--- src/rtl/mem_stage.sv ---
// mem_stage -- MEM pipeline stage with a stalling single-outstanding bus port.
//
// Purpose:
//   An ALU op (no memory access) passes straight into the MEM/WB register.
//   An aligned load or store raises a registered bus request and holds it until
//   mem_ack arrives. While it waits, stall freezes EX/MEM and every stage upstream,
//   and MEM/WB receives bubbles. The completed instruction then retires from MEM/WB
//   in a one-cycle DONE step.
//   The stage flags a fault, without issuing a bus request, in two cases:
//     - a misaligned access;
//     - a request with both MemRead and MemWrite set.
//   It also flags a fault when no ack arrives within TIMEOUT BUSY cycles.
//
// Parameters:
//   TIMEOUT      maximum number of BUSY cycles spent waiting for mem_ack
//
// Ports:
//   clock        sole clock, rising edge
//   reset        synchronous, active-high
//   WB[1:0]      {RegWrite, MemtoReg} from EX/MEM
//   M[2:0]       {Branch, MemRead, MemWrite} from EX/MEM (Branch unused here)
//   ALUOut       effective address / ALU result
//   WriteData    store data
//   RegRD        destination register
//   stall        combinational; 1 freezes EX/MEM and upstream stages
//   mem_req      registered bus request
//   mem_we       registered bus write strobe
//   mem_addr     registered bus address
//   mem_wdata    registered bus store data
//   mem_rdata    bus read data
//   mem_ack      bus one-cycle completion strobe
//   mem_fault    registered one-cycle fault pulse
//   WBreg, ReadDataReg, ALUreg, RegRDreg   MEM/WB pipeline register
module mem_stage #(
    parameter int TIMEOUT = 64
) (
    input  logic        clock,
    input  logic        reset,
    input  logic [1:0]  WB,
    input  logic [2:0]  M,
    input  logic [31:0] ALUOut,
    input  logic [31:0] WriteData,
    input  logic [4:0]  RegRD,
    output logic        stall,
    output logic        mem_req,
    output logic        mem_we,
    output logic [31:0] mem_addr,
    output logic [31:0] mem_wdata,
    input  logic [31:0] mem_rdata,
    input  logic        mem_ack,
    output logic        mem_fault,
    output logic [1:0]  WBreg,
    output logic [31:0] ReadDataReg,
    output logic [31:0] ALUreg,
    output logic [4:0]  RegRDreg
);

    // Wide enough to hold TIMEOUT itself without wrapping.
    localparam int CW = $clog2(TIMEOUT + 1);

    typedef enum logic [1:0] {IDLE, BUSY, DONE} state_t;

    state_t        state;
    state_t        state_nx;

    logic          mem_read;
    logic          mem_write;
    logic          access;
    logic          aligned;
    logic          bad_op;
    logic          start;
    logic          timeout;
    logic          unused_branch;

    logic [CW-1:0] cnt;

    logic [1:0]    hold_wb;
    logic [31:0]   hold_alu;
    logic [31:0]   hold_data;
    logic [4:0]    hold_rd;

    assign mem_read      = M[1];
    assign mem_write     = M[0];
    assign unused_branch = M[2];

    assign access  = mem_read ^ mem_write;
    assign aligned = (ALUOut[1:0] == 2'b00);
    // Both strobes set, or a misaligned single access, becomes a fault
    // instead of a bus request.
    assign bad_op  = (mem_read & mem_write) | (access & ~aligned);
    assign start   = access & aligned;
    // The counter value reaches TIMEOUT at the edge where this is true. An ack
    // that arrives on that same cycle is checked first and takes precedence.
    assign timeout = (cnt == CW'(TIMEOUT - 1));

    // State register
    always_ff @(posedge clock) begin
        if (reset) begin
            state <= IDLE;
        end else begin
            state <= state_nx;
        end
    end

    // Next-state logic
    always_comb begin
        state_nx = state;
        case (state)
            IDLE:    if (start) state_nx = BUSY;
            BUSY:    if (mem_ack || timeout) state_nx = DONE;
            DONE:    state_nx = IDLE;
            default: state_nx = IDLE;
        endcase
    end

    // Output logic
    always_comb begin
        stall = 1'b0;
        case (state)
            IDLE:    stall = start;
            BUSY:    stall = 1'b1;
            default: stall = 1'b0;
        endcase
    end

    // Bus port, hold registers, counter and MEM/WB register
    always_ff @(posedge clock) begin
        if (reset) begin
            mem_req     <= 1'b0;
            mem_we      <= 1'b0;
            mem_addr    <= '0;
            mem_wdata   <= '0;
            mem_fault   <= 1'b0;
            WBreg       <= '0;
            ReadDataReg <= '0;
            ALUreg      <= '0;
            RegRDreg    <= '0;
            hold_wb     <= '0;
            hold_alu    <= '0;
            hold_data   <= '0;
            hold_rd     <= '0;
            cnt         <= '0;
        end else begin
            mem_fault <= 1'b0;
            case (state)
                IDLE: begin
                    if (bad_op) begin
                        mem_fault   <= 1'b1;
                        WBreg       <= '0;
                        ALUreg      <= ALUOut;
                        RegRDreg    <= RegRD;
                        ReadDataReg <= '0;
                    end else if (start) begin
                        hold_wb     <= WB;
                        hold_alu    <= ALUOut;
                        hold_rd     <= RegRD;
                        hold_data   <= '0;
                        mem_req     <= 1'b1;
                        mem_we      <= mem_write;
                        mem_addr    <= ALUOut;
                        mem_wdata   <= WriteData;
                        cnt         <= '0;
                        WBreg       <= '0;
                        ALUreg      <= '0;
                        RegRDreg    <= '0;
                        ReadDataReg <= '0;
                    end else begin
                        WBreg       <= WB;
                        ALUreg      <= ALUOut;
                        RegRDreg    <= RegRD;
                        ReadDataReg <= '0;
                    end
                end
                BUSY: begin
                    WBreg       <= '0;
                    ALUreg      <= '0;
                    RegRDreg    <= '0;
                    ReadDataReg <= '0;
                    cnt         <= cnt + 1'b1;
                    if (mem_ack) begin
                        hold_data <= mem_we ? '0 : mem_rdata;
                        mem_req   <= 1'b0;
                        mem_we    <= 1'b0;
                    end else if (timeout) begin
                        // The instruction still retires through DONE, but
                        // with its register write suppressed.
                        hold_wb   <= '0;
                        hold_data <= '0;
                        mem_req   <= 1'b0;
                        mem_we    <= 1'b0;
                        mem_fault <= 1'b1;
                    end
                end
                DONE: begin
                    WBreg       <= hold_wb;
                    ALUreg      <= hold_alu;
                    RegRDreg    <= hold_rd;
                    ReadDataReg <= hold_data;
                end
                default: begin
                    WBreg       <= '0;
                    ALUreg      <= '0;
                    RegRDreg    <= '0;
                    ReadDataReg <= '0;
                end
            endcase
        end
    end

endmodule

--- config.mk ---
export PLATFORM = sky130hd
export DESIGN_NAME = mem_stage
export DESIGN_NICKNAME = d
export VERILOG_FILES = /design/src/rtl/mem_stage.sv
export SDC_FILE = /design/constraint.sdc
export NUM_CORES = 1
export LEC_CHECK = 0
export CAP_MARGIN = 5
export CORE_MARGIN = 5
export CORE_UTILIZATION = 45
export DETAILED_ROUTE_END_ITERATION = 8
export HOLD_SLACK_MARGIN = 0.05
export PLACE_DENSITY_LB_ADDON = 0.05
export SETUP_SLACK_MARGIN = 0.1
export SLEW_MARGIN = 20
export SYNTH_ARGS = -nofsm -noshare
export SYNTH_HDL_FRONTEND = slang
export SYNTH_SLANG_ARGS = --single-unit
--- constraint.sdc ---
create_clock -name clock -period 3.2 [get_ports clock]
set_input_delay 0.64 -clock clock [delete_from_list [all_inputs] [get_ports clock]]
set_output_delay 0.64 -clock clock [all_outputs]
set_load 0.01 [all_outputs]
==> flow_summary.toml, run 1 <==
[run_status]
status = "complete, no violations"

[min_path]
hold_path_depth = 2
hold_path_class = "reg -> reg"
whs_endpoint = "mem_wdata[14]"
hold_path_startpoint = "mem_wdata[14]"

[layout]
nNetsFinal = 958
fin_util_pct = 70.1
layout-drive-gt1-share_pct = 5.93
syn2layout_area_growth_pct = 52.7
insertedDiodeCount = 0
final_cells = 1036

[cts]
longest_clk_path_bufs = 2
clock-root-buffer = "sky130_fd_sc_hd__clkbuf_16"
tritoncts_num_sinks = 186
clk_pin_slew_ns = 0.06
insertion_delay_ns = 0.43
cts_setup_buffers = 0
cts_repair_resize_count = 0
cts-buffers-inserted = 17
holdBufCountCts = 0
ctsHtreeMaxLevel = 4
tritoncts = "done"

[detailed_routing]
detail_route.drc_violations = 0
ant_nets = 0
routed_length_per_instance_um = 16.2
drt-total-wl_um = 16800
drt-vias-per-instance = 5.06
vias = 5245
initialDrtViolationCount = 331
detail_route.first_pass.iterations = 5

[critical_path]
worstReg2RegEnd = "hold_data[1]"
r2r-start = "state[1]"
critPathKind = "in -> out"
worst-r2r-cell-count = 4
critical_path.endpoint_type = "output port"
worstPathMaxFanout = 5
critical_path_required_ns = 2.56
reg2reg_setup_slack_ns = 0.99
critPathLaunchType = "input pin"
worstPathArrival_ns = 2.22

[placed_design]
detailed_place_hpwl_um = 11900
numPlacedInstances = 1004
count_of_buffers_from_port_buffering = 246
preCtsSetupSlack_ns = 0.305
place_congestion = 0.792

[die]
width_of_the_die_um = 126
core.rowCount = 42
start_util_pct = 45.9
die_height_um = 126
io_pins = 248
die_area_um2 = 15900
core_region_area_um2 = 13200

[global_routing]
first_global_vias = 5038
grt_start_max_net_pins = 75
globalRouteOverflowTotal = 0
initial_antenna_violation_count = 0
globalRouteTotalUtil_pct = 20.7
wire_length_of_the_first_global_routing_pass_um = 26400

[timing]
grt_setup_unrepaired = "no"
layout_worst_path_cycle_share_pct = 89.4
totalNegativeSetupSlack_ns = 0
slew_viol_final = 0
worst_slack_ns = 0.338
setup-violations-final = 0
finalWorstPathRequiredPeriod_ns = 2.86
max_clock_freq_mhz = 349
fin_skew_ns = 0.00962
final-hold-violation-count = 0
timing.hold.ws_ns = 0.452
worst-slew-pin-transition_ns = 0.850
worst_slew_margin_rel_pct = 43.3

[yosys]
synth_flop_type = "sky130_fd_sc_hd__dfxtp_1"
ys_top_cells_by_area = "sky130_fd_sc_hd__dfxtp_1 61%, sky130_fd_sc_hd__a22o_1 9.1%, sky130_fd_sc_hd__nand2_1 8.9%"
synth.mux.area_fraction_pct = 0.494
synth_seq_cells = 186
synth_simple_gate_area_share_pct = 16.1
syn_nets = 726
post_synth_inst_count = 615
yosysTopAreaCellShare_pct = 61.2
synth-compound-area-share_pct = 17.6
netlist_area_um2 = 6080
avgSynthCellArea_um2 = 9.89
ys_seq_area_share_pct = 61.2
synth.lib_cells_used.distinct = 40
yosys.area_share.adder_pct = 0.411
synth-edff-count = 0
synthXorXnorAreaFrac_pct = 0.720
async_reset_ff_share_pct = 0
yosys_warnings = 0
yosys.area.top_type = "sky130_fd_sc_hd__dfxtp_1"
main_combinational_cell_family_by_area_after_synthesis = "compound AO/OA/AOI/OAI gates"

[job]
drv_cap = 0

[power_and_ir_drop]
total_leakage_power_nw = 3.47
max-vdd-ir-drop_uv = 521
power_density_over_the_cells_nw_per_um2 = 541
## worst max-delay path by stage
stage	start	to	slack, ns	cells past startpoint
floorplan	M[0]	hold_data[10]	1.04	6
global placement	M[0]	stall	0.33	5
detailed placement	M[0]	cnt[5]	0.31	8
CTS	M[0]	stall	0.32	5
global route	M[0]	stall	0.26	5
finish	M[0]	stall	0.34	5
## synthesized netlist by cell type, types with 4 or more instances
library cell / n
sky130_fd_sc_hd__nand2_1: 144
sky130_fd_sc_hd__buf_2: 5
sky130_fd_sc_hd__a21oi_1: 74
sky130_fd_sc_hd__dfxtp_1: 186
sky130_fd_sc_hd__and2_1: 32
sky130_fd_sc_hd__inv_1: 5
sky130_fd_sc_hd__nor3_1: 4
sky130_fd_sc_hd__clkbuf_1: 29
sky130_fd_sc_hd__buf_4: 7
sky130_fd_sc_hd__nor2_1: 18
sky130_fd_sc_hd__a22o_1: 63
sky130_fd_sc_hd__and3_1: 4
sky130_fd_sc_hd__a22oi_1: 6
sky130_fd_sc_hd__xor2_1: 5
## layer usage
| metal | up-vias | GRT usage, % | part of all wire (%) |
|---|---|---|---|
| met5 | - | 0 | 0 |
| met4 | 0 | 9.21 | 2.8 |
| met3 | 29 | 9.02 | 9.7 |
| met2 | 217 | 33.3 | 47 |
| met1 | 2444 | 24.0 | 41 |
| li1 | 2555 | - | - |
## state kept, by name (all words and copies together), names as in the netlist, 2 cells and up
name         count
hold_alu        32
hold_data       32
ALUreg          32
ReadDataReg     32
hold_rd          5
cnt              7
RegRDreg         5
WBreg            2
state            2
hold_wb          2
mem_wdata       32
## power by group
| group | switching (mW) | internal [mW] |
|---|---|---|
| sequential | 0.0358 | 2.39 |
| combinational | 0.213 | 0.282 |
| clock | 0.913 | 1.19 |
| total | 1.16 | 3.86 |
## logic make-up (layout without fill, tap and decap cells)
logic type	count (synthesis)	count (layout)
AND/OR/NAND/NOR	216	216
XOR/XNOR	5	5
AO/OA/AOI/OAI	156	156
buffers and inverters	47	292
adder cells (fa/ha/maj)	2	2
multiplexers	3	3
flip-flops	186	186
## worst max-delay path: stages
cell and delay, ns:
sky130_fd_sc_hd__clkdlybuf4s50_1 0.44, sky130_fd_sc_hd__ha_1 0.37, sky130_fd_sc_hd__a21oi_1 0.08, sky130_fd_sc_hd__nor2_1 0.11, sky130_fd_sc_hd__clkdlybuf4s50_1 0.58
## final cells by class
| class | instances | area [um^2] |
|---|---|---|
| fill | 1042 | 3960 |
| sequential | 186 | 3720 |
| timing repair buffer | 255 | 2550 |
| multi-input combinational | 382 | 2170 |
| clock buffer | 18 | 439 |
| tap | 176 | 220 |
| clock inverter | 14 | 161 |
| inverter | 5 | 18.8 |
## cells in the final DEF (no fill, tap or decap), types with 2 or more instances in the layout
cell type,instances
sky130_fd_sc_hd__a21oi_1,74
sky130_fd_sc_hd__a22o_1,63
sky130_fd_sc_hd__a22oi_1,6
sky130_fd_sc_hd__and2_1,32
sky130_fd_sc_hd__and3_1,4
sky130_fd_sc_hd__buf_12,2
sky130_fd_sc_hd__buf_4,7
sky130_fd_sc_hd__bufinv_16,2
sky130_fd_sc_hd__clkbuf_16,17
sky130_fd_sc_hd__clkdlybuf4s50_1,245
sky130_fd_sc_hd__clkinv_4,3
sky130_fd_sc_hd__clkinvlp_4,2
sky130_fd_sc_hd__dfxtp_1,186
sky130_fd_sc_hd__ha_1,2
sky130_fd_sc_hd__inv_1,5
sky130_fd_sc_hd__inv_6,5
sky130_fd_sc_hd__mux2i_1,3
sky130_fd_sc_hd__nand2_1,143
sky130_fd_sc_hd__nor2_1,17
sky130_fd_sc_hd__nor3_1,4
sky130_fd_sc_hd__o211ai_1,2
sky130_fd_sc_hd__o21ai_0,3
sky130_fd_sc_hd__xor2_1,5
## through the flow
step / instance area [um^2] / power [mW]
6_report: 9290 / 5.02
5_1_grt: 9290 / 5.22
4_1_cts: 9290 / 5.08
3_5_place_dp: 8690 / 2.97
3_3_place_gp: 8690 / 2.96
2_1_floorplan: 6080 / 2.66
Note: power is estimated with default switching activity, not from simulation.
==> run 2: changes to the inputs <==
- SLEW_MARGIN: 20 -> unset
==> results of run 2 <==
The final DEF is identical to that of run 1; final timing and power are the same.
